--- src/rtl/divider_arbiter_if.sv ---
// Request/response bundle between two divide clients, their consumer and divider_arbiter.
// master = client/consumer side, slave = arbiter side.
interface divider_arbiter_if #(
  parameter int WIDTH = 8
);
  logic             req0_valid;
  logic             req0_ready;
  logic [WIDTH-1:0] req0_a;
  logic [WIDTH-1:0] req0_b;
  logic             req0_sign;

  logic             req1_valid;
  logic             req1_ready;
  logic [WIDTH-1:0] req1_a;
  logic [WIDTH-1:0] req1_b;
  logic             req1_sign;

  logic             rsp_valid;
  logic             rsp_ready;
  logic             rsp_id;
  logic [WIDTH-1:0] rsp_quotient;
  logic [WIDTH-1:0] rsp_reminder;
  logic             rsp_divzero;

  modport master (
    output req0_valid, req0_a, req0_b, req0_sign,
    output req1_valid, req1_a, req1_b, req1_sign,
    output rsp_ready,
    input  req0_ready, req1_ready,
    input  rsp_valid, rsp_id, rsp_quotient, rsp_reminder, rsp_divzero
  );

  modport slave (
    input  req0_valid, req0_a, req0_b, req0_sign,
    input  req1_valid, req1_a, req1_b, req1_sign,
    input  rsp_ready,
    output req0_ready, req1_ready,
    output rsp_valid, rsp_id, rsp_quotient, rsp_reminder, rsp_divzero
  );
endinterface

--- src/rtl/divider_arbiter.sv ---
// Round-robin sharing of one combinational divider between two requesters, operands held LATENCY cycles.
// Optional: DIVIDER_ARBITER_ZERO_FASTPATH_EN makes zero-divisor requests complete one edge after handshake.

module divider #(
  parameter int WIDTH = 8
) (
  input  logic [WIDTH-1:0] a,
  input  logic [WIDTH-1:0] b,
  input  logic             sign,
  output logic [WIDTH-1:0] quotient,
  output logic [WIDTH-1:0] remainder
);
  logic             a_neg;
  logic             b_neg;
  logic [WIDTH-1:0] a_mag;
  logic [WIDTH-1:0] b_mag;
  logic [WIDTH-1:0] q_mag;
  logic [WIDTH-1:0] r_mag;

  // Magnitude divide, then restore signs: truncation toward zero, remainder follows dividend.
  always_comb begin
    a_neg     = sign & a[WIDTH-1];
    b_neg     = sign & b[WIDTH-1];
    a_mag     = a_neg ? -a : a;
    b_mag     = b_neg ? -b : b;
    q_mag     = (b_mag == '0) ? '0 : a_mag / b_mag;
    r_mag     = (b_mag == '0) ? '0 : a_mag % b_mag;
    quotient  = (a_neg ^ b_neg) ? -q_mag : q_mag;
    remainder = a_neg ? -r_mag : r_mag;
  end
endmodule

module divider_arbiter #(
  parameter int WIDTH   = 8,
  parameter int LATENCY = 2
) (
  input  logic                     clk,
  input  logic                     reset,
  divider_arbiter_if.slave         bus,
  output logic [1:0]               state_o
);
  // Handshakes: a transfer happens on a rising edge where valid && ready are both high.
  // reqN_ready is combinational from state and the valids only; rsp_valid holds until rsp_ready.
  typedef enum logic [1:0] {
    IDLE = 2'd0,
    WAIT = 2'd1,
    DONE = 2'd2
  } state_t;

  localparam int            CW       = (LATENCY > 1) ? $clog2(LATENCY) : 1;
  localparam logic [CW-1:0] CNT_LOAD = CW'(LATENCY - 1);

  state_t           state_q, state_d;
  logic [CW-1:0]    cnt_q, cnt_d;
  logic [WIDTH-1:0] op_a_q, op_a_d;
  logic [WIDTH-1:0] op_b_q, op_b_d;
  logic             op_sign_q, op_sign_d;
  logic             last_q, last_d;
  logic             rsp_valid_q, rsp_valid_d;
  logic             rsp_id_q, rsp_id_d;
  logic [WIDTH-1:0] rsp_quot_q, rsp_quot_d;
  logic [WIDTH-1:0] rsp_rem_q, rsp_rem_d;
  logic             rsp_dz_q, rsp_dz_d;

  logic             grant_valid;
  logic             grant_id;
  logic             hs;
  logic [WIDTH-1:0] sel_a;
  logic [WIDTH-1:0] sel_b;
  logic             sel_sign;
  logic [WIDTH-1:0] div_q;
  logic [WIDTH-1:0] div_r;

  divider #(.WIDTH(WIDTH)) u_divider (
    .a         (op_a_q),
    .b         (op_b_q),
    .sign      (op_sign_q),
    .quotient  (div_q),
    .remainder (div_r)
  );

  // With both valid, the requester that was not served last wins.
  always_comb begin
    grant_valid = bus.req0_valid | bus.req1_valid;
    grant_id    = (bus.req0_valid & bus.req1_valid) ? ~last_q : bus.req1_valid;
    hs          = grant_valid && (state_q == IDLE) && !reset;
    sel_a       = grant_id ? bus.req1_a    : bus.req0_a;
    sel_b       = grant_id ? bus.req1_b    : bus.req0_b;
    sel_sign    = grant_id ? bus.req1_sign : bus.req0_sign;
  end

  always_comb begin
    state_d     = state_q;
    cnt_d       = cnt_q;
    op_a_d      = op_a_q;
    op_b_d      = op_b_q;
    op_sign_d   = op_sign_q;
    last_d      = last_q;
    rsp_valid_d = rsp_valid_q;
    rsp_id_d    = rsp_id_q;
    rsp_quot_d  = rsp_quot_q;
    rsp_rem_d   = rsp_rem_q;
    rsp_dz_d    = rsp_dz_q;

    case (state_q)
      IDLE: begin
        if (hs) begin
          op_a_d    = sel_a;
          op_b_d    = sel_b;
          op_sign_d = sel_sign;
          rsp_id_d  = grant_id;
`ifdef DIVIDER_ARBITER_ZERO_FASTPATH_EN
          cnt_d     = (sel_b == '0) ? '0 : CNT_LOAD;
`else
          cnt_d     = CNT_LOAD;
`endif
          state_d   = WAIT;
        end
      end
      WAIT: begin
        if (cnt_q == '0) begin
          rsp_quot_d  = (op_b_q == '0) ? '1 : div_q;
          rsp_rem_d   = (op_b_q == '0) ? op_a_q : div_r;
          rsp_dz_d    = (op_b_q == '0);
          rsp_valid_d = 1'b1;
          state_d     = DONE;
        end else begin
          cnt_d = cnt_q - CW'(1);
        end
      end
      DONE: begin
        if (bus.rsp_ready) begin
          rsp_valid_d = 1'b0;
          last_d      = rsp_id_q;
          state_d     = IDLE;
        end
      end
      default: state_d = IDLE;
    endcase
  end

  // last_q resets to 1 so the first contended grant goes to req0.
  always_ff @(posedge clk) begin
    if (reset) begin
      state_q     <= IDLE;
      cnt_q       <= '0;
      op_a_q      <= '0;
      op_b_q      <= '0;
      op_sign_q   <= 1'b0;
      last_q      <= 1'b1;
      rsp_valid_q <= 1'b0;
      rsp_id_q    <= 1'b0;
      rsp_quot_q  <= '0;
      rsp_rem_q   <= '0;
      rsp_dz_q    <= 1'b0;
    end else begin
      state_q     <= state_d;
      cnt_q       <= cnt_d;
      op_a_q      <= op_a_d;
      op_b_q      <= op_b_d;
      op_sign_q   <= op_sign_d;
      last_q      <= last_d;
      rsp_valid_q <= rsp_valid_d;
      rsp_id_q    <= rsp_id_d;
      rsp_quot_q  <= rsp_quot_d;
      rsp_rem_q   <= rsp_rem_d;
      rsp_dz_q    <= rsp_dz_d;
    end
  end

  assign bus.req0_ready   = hs & ~grant_id;
  assign bus.req1_ready   = hs & grant_id;
  assign bus.rsp_valid    = rsp_valid_q;
  assign bus.rsp_id       = rsp_id_q;
  assign bus.rsp_quotient = rsp_quot_q;
  assign bus.rsp_reminder = rsp_rem_q;
  assign bus.rsp_divzero  = rsp_dz_q;
  assign state_o          = state_q;
endmodule

--- src/flat_wrapper.sv ---
// flat-port wrapper written by rule: the top's interface ports become plain ports
module divider_arbiter_flat 
#(
  parameter int WIDTH   = 8,
  parameter int LATENCY = 2
)
  (clk, reset, state_o, bus_req0_valid, bus_req0_a, bus_req0_b, bus_req0_sign, bus_req1_valid, bus_req1_a, bus_req1_b, bus_req1_sign, bus_rsp_ready, bus_req0_ready, bus_req1_ready, bus_rsp_valid, bus_rsp_id, bus_rsp_quotient, bus_rsp_reminder, bus_rsp_divzero);
  divider_arbiter_if #(.WIDTH(WIDTH)) bus_i ();
  input  logic clk;
  input  logic reset;
  output logic [1:0] state_o;
  input wire logic [$bits(bus_i.req0_valid)-1:0] bus_req0_valid;
  input wire logic [$bits(bus_i.req0_a)-1:0] bus_req0_a;
  input wire logic [$bits(bus_i.req0_b)-1:0] bus_req0_b;
  input wire logic [$bits(bus_i.req0_sign)-1:0] bus_req0_sign;
  input wire logic [$bits(bus_i.req1_valid)-1:0] bus_req1_valid;
  input wire logic [$bits(bus_i.req1_a)-1:0] bus_req1_a;
  input wire logic [$bits(bus_i.req1_b)-1:0] bus_req1_b;
  input wire logic [$bits(bus_i.req1_sign)-1:0] bus_req1_sign;
  input wire logic [$bits(bus_i.rsp_ready)-1:0] bus_rsp_ready;
  output wire logic [$bits(bus_i.req0_ready)-1:0] bus_req0_ready;
  output wire logic [$bits(bus_i.req1_ready)-1:0] bus_req1_ready;
  output wire logic [$bits(bus_i.rsp_valid)-1:0] bus_rsp_valid;
  output wire logic [$bits(bus_i.rsp_id)-1:0] bus_rsp_id;
  output wire logic [$bits(bus_i.rsp_quotient)-1:0] bus_rsp_quotient;
  output wire logic [$bits(bus_i.rsp_reminder)-1:0] bus_rsp_reminder;
  output wire logic [$bits(bus_i.rsp_divzero)-1:0] bus_rsp_divzero;
  assign bus_i.req0_valid = bus_req0_valid;
  assign bus_i.req0_a = bus_req0_a;
  assign bus_i.req0_b = bus_req0_b;
  assign bus_i.req0_sign = bus_req0_sign;
  assign bus_i.req1_valid = bus_req1_valid;
  assign bus_i.req1_a = bus_req1_a;
  assign bus_i.req1_b = bus_req1_b;
  assign bus_i.req1_sign = bus_req1_sign;
  assign bus_i.rsp_ready = bus_rsp_ready;
  assign bus_req0_ready = bus_i.req0_ready;
  assign bus_req1_ready = bus_i.req1_ready;
  assign bus_rsp_valid = bus_i.rsp_valid;
  assign bus_rsp_id = bus_i.rsp_id;
  assign bus_rsp_quotient = bus_i.rsp_quotient;
  assign bus_rsp_reminder = bus_i.rsp_reminder;
  assign bus_rsp_divzero = bus_i.rsp_divzero;
  divider_arbiter #(.WIDTH(WIDTH), .LATENCY(LATENCY)) u_core (.clk(clk), .reset(reset), .bus(bus_i), .state_o(state_o));
endmodule
--- config.mk ---
export PLATFORM = sky130hd
export DESIGN_NAME = divider_arbiter_flat
export DESIGN_NICKNAME = d
export VERILOG_FILES = /design/src/rtl/divider_arbiter_if.sv /design/src/rtl/divider_arbiter.sv /design/src/flat_wrapper.sv
export SDC_FILE = /design/constraint.sdc
export NUM_CORES = 1
export LEC_CHECK = 0
export BUFFER_PORTS_ARGS = -buffer_cell sky130_fd_sc_hd__buf_2
export CORE_ASPECT_RATIO = 1.1
export CORE_UTILIZATION = 56
export DETAILED_ROUTE_END_ITERATION = 6
export GPL_ROUTABILITY_DRIVEN = 0
export GPL_TIMING_DRIVEN = 0
export HOLD_SLACK_MARGIN = 0.08
export PLACE_DENSITY = 0.78
export SLEW_MARGIN = 10
export SYNTH_ARGS = -nofsm -noshare
export SYNTH_HDL_FRONTEND = slang
export SYNTH_SLANG_ARGS = --single-unit
--- constraint.sdc ---
create_clock -name clk -period 16.05 [get_ports clk]
set_clock_uncertainty 0.15 [all_clocks]
set_input_delay 0.8025 -clock clk [delete_from_list [all_inputs] [get_ports clk]]
set_output_delay 0.8025 -clock clk [all_outputs]
set_load 0.01 [all_outputs]
==> metrics.md, run 1 <==
| Metric | Value |
|---|---|
| Max Freq | 67.1 MHz |
| Vias in the first global route | 4834 |
| Post-route DRC | 0 |
| Synth top area share | 17.0% |
| Setup TNS | 0 ns |
| Worst Hold Class | flop to flop |
| IO Pins | 62 |
| Post-Syn Nets | 700 |
| DR iter-0 viols | 240 |
| Syn_area_per_cell | 7.63 µm² |
| WP data required | 16.06 ns |
| Std-Cell Core Area | 0.00804 mm² |
| Syn Inst Count | 617 |
| Die ar. | 0.00877 mm² |
| Leading cell type in the layout, fill and taps excluded | nor2_1 |
| Horiz. Die Dim | 89.4 µm |
| Top cells by area, synth | dfxtp_1 17%, ha_1 11%, nor2_1 5.9% |
| Crit path max fanout | 10 |
| H-tree depth | 2 |
| Seq cells post-synth | 40 |
| Fraction of registers with async set/reset | 0% |
| GRT Resource Usage Total | 32.0% |
| Count of flip-flops with a built-in enable after synthesis | 0 |
| Max_slew headroom | 33.7% |
| Largest net degree at the start of global routing | 13 |
| Placed wire-length estimate | 10.7 mm |
| RSZ-0062 raised after global routing | false |
| CP Launch Type | flop |
| Initial Utilization | 58.5% |
| GRT Residual Overflow | 0 |
| Least-Margin Pin Slew | 0.987 ns |
| Die height | 98.1 µm |
| Ys flop type | dfxtp_1 |
| CTS tree | done |
| Mapped Area | 0.00471 mm² |
| Peak per-stage delay on the critical path | 0.45 ns |
| Period utilization | 92.9% |
| Routed WL per cell | 17.0 µm |
| Port bufs | 60 |
| Outcome | complete, no violations |
| Layout cells sized above 1 | 18.5% |
| CP startpoint | u_core.op_b_q[0] |
| First-pass GRT wire length | 22.3 mm |
| Detailed Routing Iterations Pass 1 | 5 |
| Final wirelength | 13.6 mm |
| Pins Over Slew Limit | 0 |
| Clk Latency, worst-skew pair | 0.29 ns |
| Max Root-Sink Buffers | 2 |
| Critical path's slowest cell | dfxtp_2 |
| RR Startpoint | u_core.op_b_q[0] |
| CP endpoint | u_core.bus.rsp_reminder[6] |
| Rows | 34 |
| Vias per inst | 6.26 |
| FF-to-FF path depth | 57 |
| Worst Path Arrival | 14.92 ns |
| Reg2reg end | u_core.bus.rsp_reminder[6] |
| Initial antenna violation count | 0 |
| Register area share after synthesis | 17.0% |
| Synth Warn # | 0 |
| Antenna Cells | 0 |
| Critical Path End Type | flop |
| Total CTS buffers | 5 |
| Layout Nets | 774 |
| Crit-path most repeated cell | ha_1 |
| Flop2flop setup slack | 1.14 ns |
| Crit path kind | flop to flop |
| Routed Antenna Nets | 0 |
| Max-cap violation count | 0 |
| Area grow syn2layout | 13.3% |
| Clock-pin slew on the worst setup and hold paths | 0.08 ns |
| Most frequent cells in the layout | 73 x nor2_1, 62 x buf_2, 47 x nand2_1 |
| Cell variety after synth | 86 |
| Final setup viols | 0 |
| Final Hold Vio Count | 0 |
| Post-layout min period | 14.91 ns |
| Clk sinks | 40 |
| Via count | 5010 |
| Leading area contributor after synthesis | dfxtp_1 |
| CTS Root Cell | clkbuf_8 |
-- sequential cells by signal (all words and copies together) (netlist names) --
name                     flops
u_core.bus.rsp_divzero       1
u_core.bus.rsp_reminder      8
u_core.last_q                1
u_core.op_b_q                8
u_core.state_o               2
u_core.bus.rsp_valid         1
u_core.op_sign_q             1
u_core.bus.rsp_id            1
u_core.cnt_q                 1
u_core.bus.rsp_quotient      8
u_core.op_a_q                8
-- cell type report --
cell class	instances	area (µm²)
well taps	108	135
clock inverters	1	7.51
plain buffers	25	118
clock buffers	7	86.3
multi-input cells	523	3720
flip-flops and latches	40	802
repair buffers	67	353
inverters	29	113
fillers	724	2710
-- per-stage QoR --
stage	cells	worst slack [ns]	hold WS [ns]	util, %	cell area, µm²
after floorplan	617	3.02	0.294	-	4710
after global placement	785	0.521	0.294	63.9	5140
after detailed placement	785	0.217	0.294	63.9	5140
after CTS	793	0.112	0.309	65.1	5240
after global routing	800	0.175	0.331	66.3	5330
final	800	1.14	0.306	66.3	5330
-- synthesized netlist by cell type (6+ instances only) --
cell type / count
nor2_1: 74
nand2_1: 47
ha_1: 43
dfxtp_1: 40
a21oi_1: 39
inv_1: 28
o21ai_0: 28
mux2i_1: 25
nor3_1: 24
a211oi_1: 23
clkbuf_1: 16
o21a_1: 16
nand3_1: 14
xor2_1: 13
o211ai_1: 11
or3_1: 11
xnor2_1: 11
a31oi_1: 8
o31ai_1: 7
and2_1: 6
nand3b_1: 6
-- cell families after synthesis --
group | count (synthesis) | share of synthesized area (%)
mux | 29 | 6.27
compound gates | 194 | 30.0
fa+ha+maj | 44 | 11.9
flops | 40 | 17.0
buf+inv | 54 | 4.76
xor+xnor | 25 | 4.81
simple gates | 231 | 25.3
-- how the worst min path moves through the flow --
| stage | from | to | slack [ns] | depth (start not counted) |
|---|---|---|---|---|
| finish | u_core.bus.rsp_divzero | u_core.bus.rsp_divzero | 0.31 | 2 |
| global route | u_core.bus.rsp_reminder[1] | u_core.bus.rsp_reminder[1] | 0.33 | 2 |
| CTS | u_core.bus.rsp_reminder[2] | u_core.bus.rsp_reminder[2] | 0.31 | 2 |
| detailed placement | u_core.bus.rsp_reminder[2] | u_core.bus.rsp_reminder[2] | 0.29 | 2 |
| global placement | u_core.bus.rsp_reminder[2] | u_core.bus.rsp_reminder[2] | 0.29 | 2 |
| floorplan | u_core.last_q | u_core.last_q | 0.29 | 2 |
-- routing by layer --
metal  track usage, %  up-vias  routed length [µm]
li1                 -     2469                   -
met1             39.0     2340                5840
met2             55.7      174                6650
met3             4.31       27                 740
met4             12.7        0                 361
met5                0        -                   0
-- repair_timing --
action,CTS,global route
gates resized for setup,0,15
hold buffers,0,0
endpoints found under the hold margin,0,0
setup buffers,0,7
endpoints found under the setup margin,0,15
-- critical path: cells and delay by family (launching register included) --
kind            cells  cell delay [ns]
flops               1             0.45
compound gates     20             4.55
fa+ha+maj           8             2.54
buf+inv             6             0.84
simple gates       18             4.40
mux                 5             1.81
Power of run 1 is not shown: default switching activity piles up to over one toggle a cycle in this logic, so the estimate is an artifact.
==> run 2: changes to the inputs <==
==> constraint.sdc (replaced) <==
create_clock -name clk -period 17.7 [get_ports clk]
set_clock_uncertainty 0.15 [all_clocks]
set_input_delay 0.885 -clock clk [delete_from_list [all_inputs] [get_ports clk]]
set_output_delay 0.885 -clock clk [all_outputs]
set_load 0.01 [all_outputs]
==> metrics.md, run 2 (same netlist as run 1, synthesis figures left out) <==
| Metric | Value |
|---|---|
| Reg2reg end | u_core.bus.rsp_reminder[6] |
| CP Launch Type | flop |
| IO Pins | 62 |
| Layout cells sized above 1 | 15.9% |
| Most frequent cells in the layout | 74 x nor2_1, 62 x buf_2, 47 x nand2_1 |
| Cts hold-fix bufs | 0 |
| Clock-pin slew on the worst setup and hold paths | 0.08 ns |
| Crit path max fanout | 10 |
| Initial Utilization | 58.5% |
| Least-Margin Pin Slew | 0.971 ns |
| Post-layout min period | 16.27 ns |
| DR iter-0 viols | 260 |
| Filler Cells Inserted | 732 |
| Layout Nets | 767 |
| Total CTS buffers | 5 |
| Worst Path Arrival | 16.28 ns |
| Die height | 98.1 µm |
| Detailed Routing Iterations Pass 1 | 5 |
| WP data required | 17.71 ns |
| Peak per-stage delay on the critical path | 0.65 ns |
| Port bufs | 60 |
| Routed WL per cell | 16.9 µm |
| Via count | 5003 |
| GRT Residual Overflow | 0 |
| Die ar. | 0.00877 mm² |
| Period utilization | 91.9% |
| Critical Path End Type | flop |
| Max Freq | 61.5 MHz |
| Critical path depth | 58 |
| Rows | 34 |
| Pins Over Slew Limit | 0 |
| Area grow syn2layout | 11.2% |
| Max-cap violation count | 0 |
| CP startpoint | u_core.op_b_q[0] |
| GRT Resource Usage Total | 32.0% |
| Multi-input gate area | 0.00368 mm² |
| WHS Path Cells | 2 |
| Final Hold Vio Count | 0 |
| RR Startpoint | u_core.op_b_q[0] |
| Clk Latency, worst-skew pair | 0.29 ns |
| Max Root-Sink Buffers | 2 |
| Final setup viols | 0 |
| Critical path's slowest cell | o31ai_1 |
| Worst path bufs/invs | 6 |
| Placed wire-length estimate | 10.7 mm |
| Register area | 801 µm² |
| Largest net degree at the start of global routing | 13 |
| Outcome | complete, no violations |
| Crit-path leading delay family | compound AO/OA/AOI/OAI gates |
| Std-Cell Core Area | 0.00804 mm² |
| Max_slew headroom | 34.8% |
| Vias in the first global route | 4834 |
| Vias per inst | 6.31 |
| CP endpoint | u_core.bus.rsp_reminder[6] |
| Antenna Cells | 0 |
| Crit path kind | flop to flop |
| Flop2flop setup slack | 1.43 ns |
| Worst Hold Class | flop to flop |
| CTS resizes | 0 |
| RSZ-0062 raised after global routing | false |
| CTS tree | done |
| Setup TNS | 0 ns |
| H-tree depth | 2 |
| Crit-path most repeated cell | ha_1 |
| Routed Antenna Nets | 0 |
| First-pass GRT wire length | 22.3 mm |
| CTS Root Cell | clkbuf_8 |
| Clk sinks | 40 |
| Leading cell type in the layout, fill and taps excluded | nor2_1 |
| Post-route DRC | 0 |
| Final wirelength | 13.4 mm |
| Horiz. Die Dim | 89.4 µm |
| Setup bufs post-CTS | 0 |
| FF-to-FF path depth | 58 |
| Initial antenna violation count | 0 |
## run 2: routing by layer
layer	up-vias	global-route usage (%)	routed length, µm
li1	2446	-	-
met2	200	55.7	6490
met3	38	4.31	804
met5	-	0	0
met4	0	12.7	432
met1	2319	39.0	5710
## run 2: worst min-delay path by stage
stage | from | end | slack, ns
floorplan | u_core.last_q | u_core.last_q | 0.29
global placement | u_core.bus.rsp_reminder[2] | u_core.bus.rsp_reminder[2] | 0.29
detailed placement | u_core.bus.rsp_reminder[2] | u_core.bus.rsp_reminder[2] | 0.29
CTS | u_core.bus.rsp_reminder[2] | u_core.bus.rsp_reminder[2] | 0.31
global route | u_core.bus.rsp_reminder[1] | u_core.bus.rsp_reminder[1] | 0.33
finish | u_core.bus.rsp_reminder[2] | u_core.bus.rsp_reminder[2] | 0.31
## run 2: per-stage QoR
step	instances	setup WS, ns	util [%]	hold slack (ns)	cell area [µm²]
after floorplan	617	4.67	-	0.294	4710
after global routing	793	0.238	65.1	0.331	5240
after CTS	793	1.76	65.1	0.309	5240
after detailed placement	785	1.87	63.9	0.294	5140
final	793	1.43	65.1	0.310	5240
after global placement	785	2.17	63.9	0.294	5140
## run 2: area by class of cell
| cell class | instances | share of cell area, % |
|---|---|---|
| clock inverters | 1 | 0.143 |
| multi-input cells | 523 | 70.3 |
| plain buffers | 25 | 2.20 |
| repair buffers | 60 | 5.74 |
| well taps | 108 | 2.58 |
| inverters | 29 | 2.08 |
| clock buffers | 7 | 1.65 |
| flip-flops and latches | 40 | 15.3 |
## run 2: worst min-delay path, cell delays in order, from the launching register on
cell	delay (ns)
dfxtp_1	0.32
nand2_1	0.05
a21oi_1	0.05
Power of run 2 is left out for the same reason.
==> run 3: changes to the inputs <==
--- a/config.mk
+++ b/config.mk
@@ -13,6 +13,7 @@
 export GPL_TIMING_DRIVEN = 0
 export HOLD_SLACK_MARGIN = 0.08
 export PLACE_DENSITY = 0.78
+export RECOVER_POWER = 25
 export SLEW_MARGIN = 10
 export SYNTH_ARGS = -nofsm -noshare
 export SYNTH_HDL_FRONTEND = slang
==> metrics.md, run 3 (same netlist as run 1, synthesis figures left out) <==
| Metric | Value |
|---|---|
| Hold path endpoint | u_core.bus.rsp_divzero |
| Peak per-stage delay on the critical path | 0.65 ns |
| CTS resizes | 0 |
| Outcome | complete, no violations |
| Routed WL per cell | 16.9 µm |
| First-pass GRT wire length | 22.3 mm |
| Total CTS buffers | 5 |
| CP startpoint | u_core.op_b_q[0] |
| Final Hold Vio Count | 0 |
| Final setup viols | 0 |
| Std-Cell Core Area | 0.00804 mm² |
| Worst Hold Class | flop to flop |
| Port bufs | 60 |
| Critical path's slowest cell | o31ai_1 |
| Layout Nets | 767 |
| Antenna Cells | 0 |
| Setup TNS | 0 ns |
| Initial antenna violation count | 0 |
| Max Root-Sink Buffers | 2 |
| Hold_sp | u_core.bus.rsp_divzero |
| Pins Over Slew Limit | 0 |
| Critical Path End Type | flop |
| DR iter-0 viols | 267 |
| Period utilization | 92.0% |
| Crit-path most repeated cell | ha_1 |
| WHS Path Cells | 2 |
| RSZ-0062 raised after global routing | false |
| Largest net degree at the start of global routing | 13 |
| M1 WL | 5.60 mm |
| Layout cells sized above 1 | 14.3% |
| Leading cell type in the layout, fill and taps excluded | nor2_1 |
| Setup bufs post-CTS | 0 |
| Area grow syn2layout | 11.0% |
| Horiz. Die Dim | 89.4 µm |
| CTS tree | done |
| Reg2reg end | u_core.bus.rsp_reminder[6] |
| CP Launch Type | flop |
| RR Startpoint | u_core.op_b_q[0] |
| H-tree depth | 2 |
| Placed wire-length estimate | 10.7 mm |
| Met3 WL | 864 µm |
| Via count | 5047 |
| GRT Resource Usage Total | 32.0% |
| WP data required | 17.71 ns |
| CTS Root Cell | clkbuf_8 |
| FF-to-FF path depth | 59 |
| Final wirelength | 13.4 mm |
| Die ar. | 0.00877 mm² |
| Post-route DRC | 0 |
| Max_slew headroom | 34.8% |
| Vias in the first global route | 4834 |
| Routed Antenna Nets | 0 |
| Die height | 98.1 µm |
| Filler Cells Inserted | 735 |
| GRT Residual Overflow | 0 |
| Top Metal Used | met4 |
| Vias per inst | 6.36 |
| Detailed Routing Iterations Pass 1 | 5 |
| Least-Margin Pin Slew | 0.971 ns |
| Met2 WL post-DR | 6.51 mm |
| Crit-path leading delay family | compound AO/OA/AOI/OAI gates |
| Most frequent cells in the layout | 74 x nor2_1, 51 x buf_2, 47 x nand2_1 |
| Post-layout min period | 16.28 ns |
| Worst Path Arrival | 16.29 ns |
| Flop2flop setup slack | 1.42 ns |
| Clk Latency, worst-skew pair | 0.28 ns |
| Clock-pin slew on the worst setup and hold paths | 0.08 ns |
| Worst path bufs/invs | 6 |
| Max-cap violation count | 0 |
| Max Freq | 61.4 MHz |
| IO Pins | 62 |
| Initial Utilization | 58.5% |
| Cts hold-fix bufs | 0 |
| Rows | 34 |
| Crit path kind | flop to flop |
| Crit path max fanout | 10 |
| Clk sinks | 40 |
run 3: metal layers:
metal  vias to the layer above  global-route usage [%]
met5                         -                       0
met4                         0                    12.7
met3                        34                    4.31
met2                       215                    55.7
met1                      2350                    39.0
li1                       2448                       -
run 3: worst max path at each step:
stage	endpoint	slack [ns]	cells after the start
after floorplan	u_core.bus.rsp_reminder[6]	4.67	58
after detailed placement	u_core.bus.rsp_reminder[6]	1.87	58
after global placement	u_core.bus.rsp_reminder[6]	2.17	58
final	u_core.bus.rsp_reminder[6]	1.42	59
after global routing	u_core.bus.rsp_reminder[6]	0.24	58
after CTS	u_core.bus.rsp_reminder[6]	1.76	58
run 3: through the flow:
step	hold WS, ns	setup slack, ns	utilization (%)	cells	cell area (µm²)
3_3_place_gp	0.294	2.17	63.9	785	5140
6_report	0.305	1.42	64.9	793	5220
5_1_grt	0.332	0.238	64.9	793	5220
2_1_floorplan	0.294	4.67	-	617	4710
4_1_cts	0.309	1.76	65.1	793	5240
3_5_place_dp	0.294	1.87	63.9	785	5140
run 3: worst min-delay path: stages, from the launching register on:
cell and delay [ns]:
dfxtp_1 0.31, nand2_1 0.05, a21oi_1 0.05
run 3: layout make-up:
cell class                 count  area, µm²  area share, %
buffer                        25        115           2.20
clock buffer                   7       86.3           1.65
clock inverter                 1       7.51          0.144
inverter                      29        109           2.08
multi-input combinational    523       3680           70.5
sequential                    40        801           15.3
tap                          108        135           2.59
timing repair buffer          60        287           5.49
Power of run 3 is left out for the same reason.
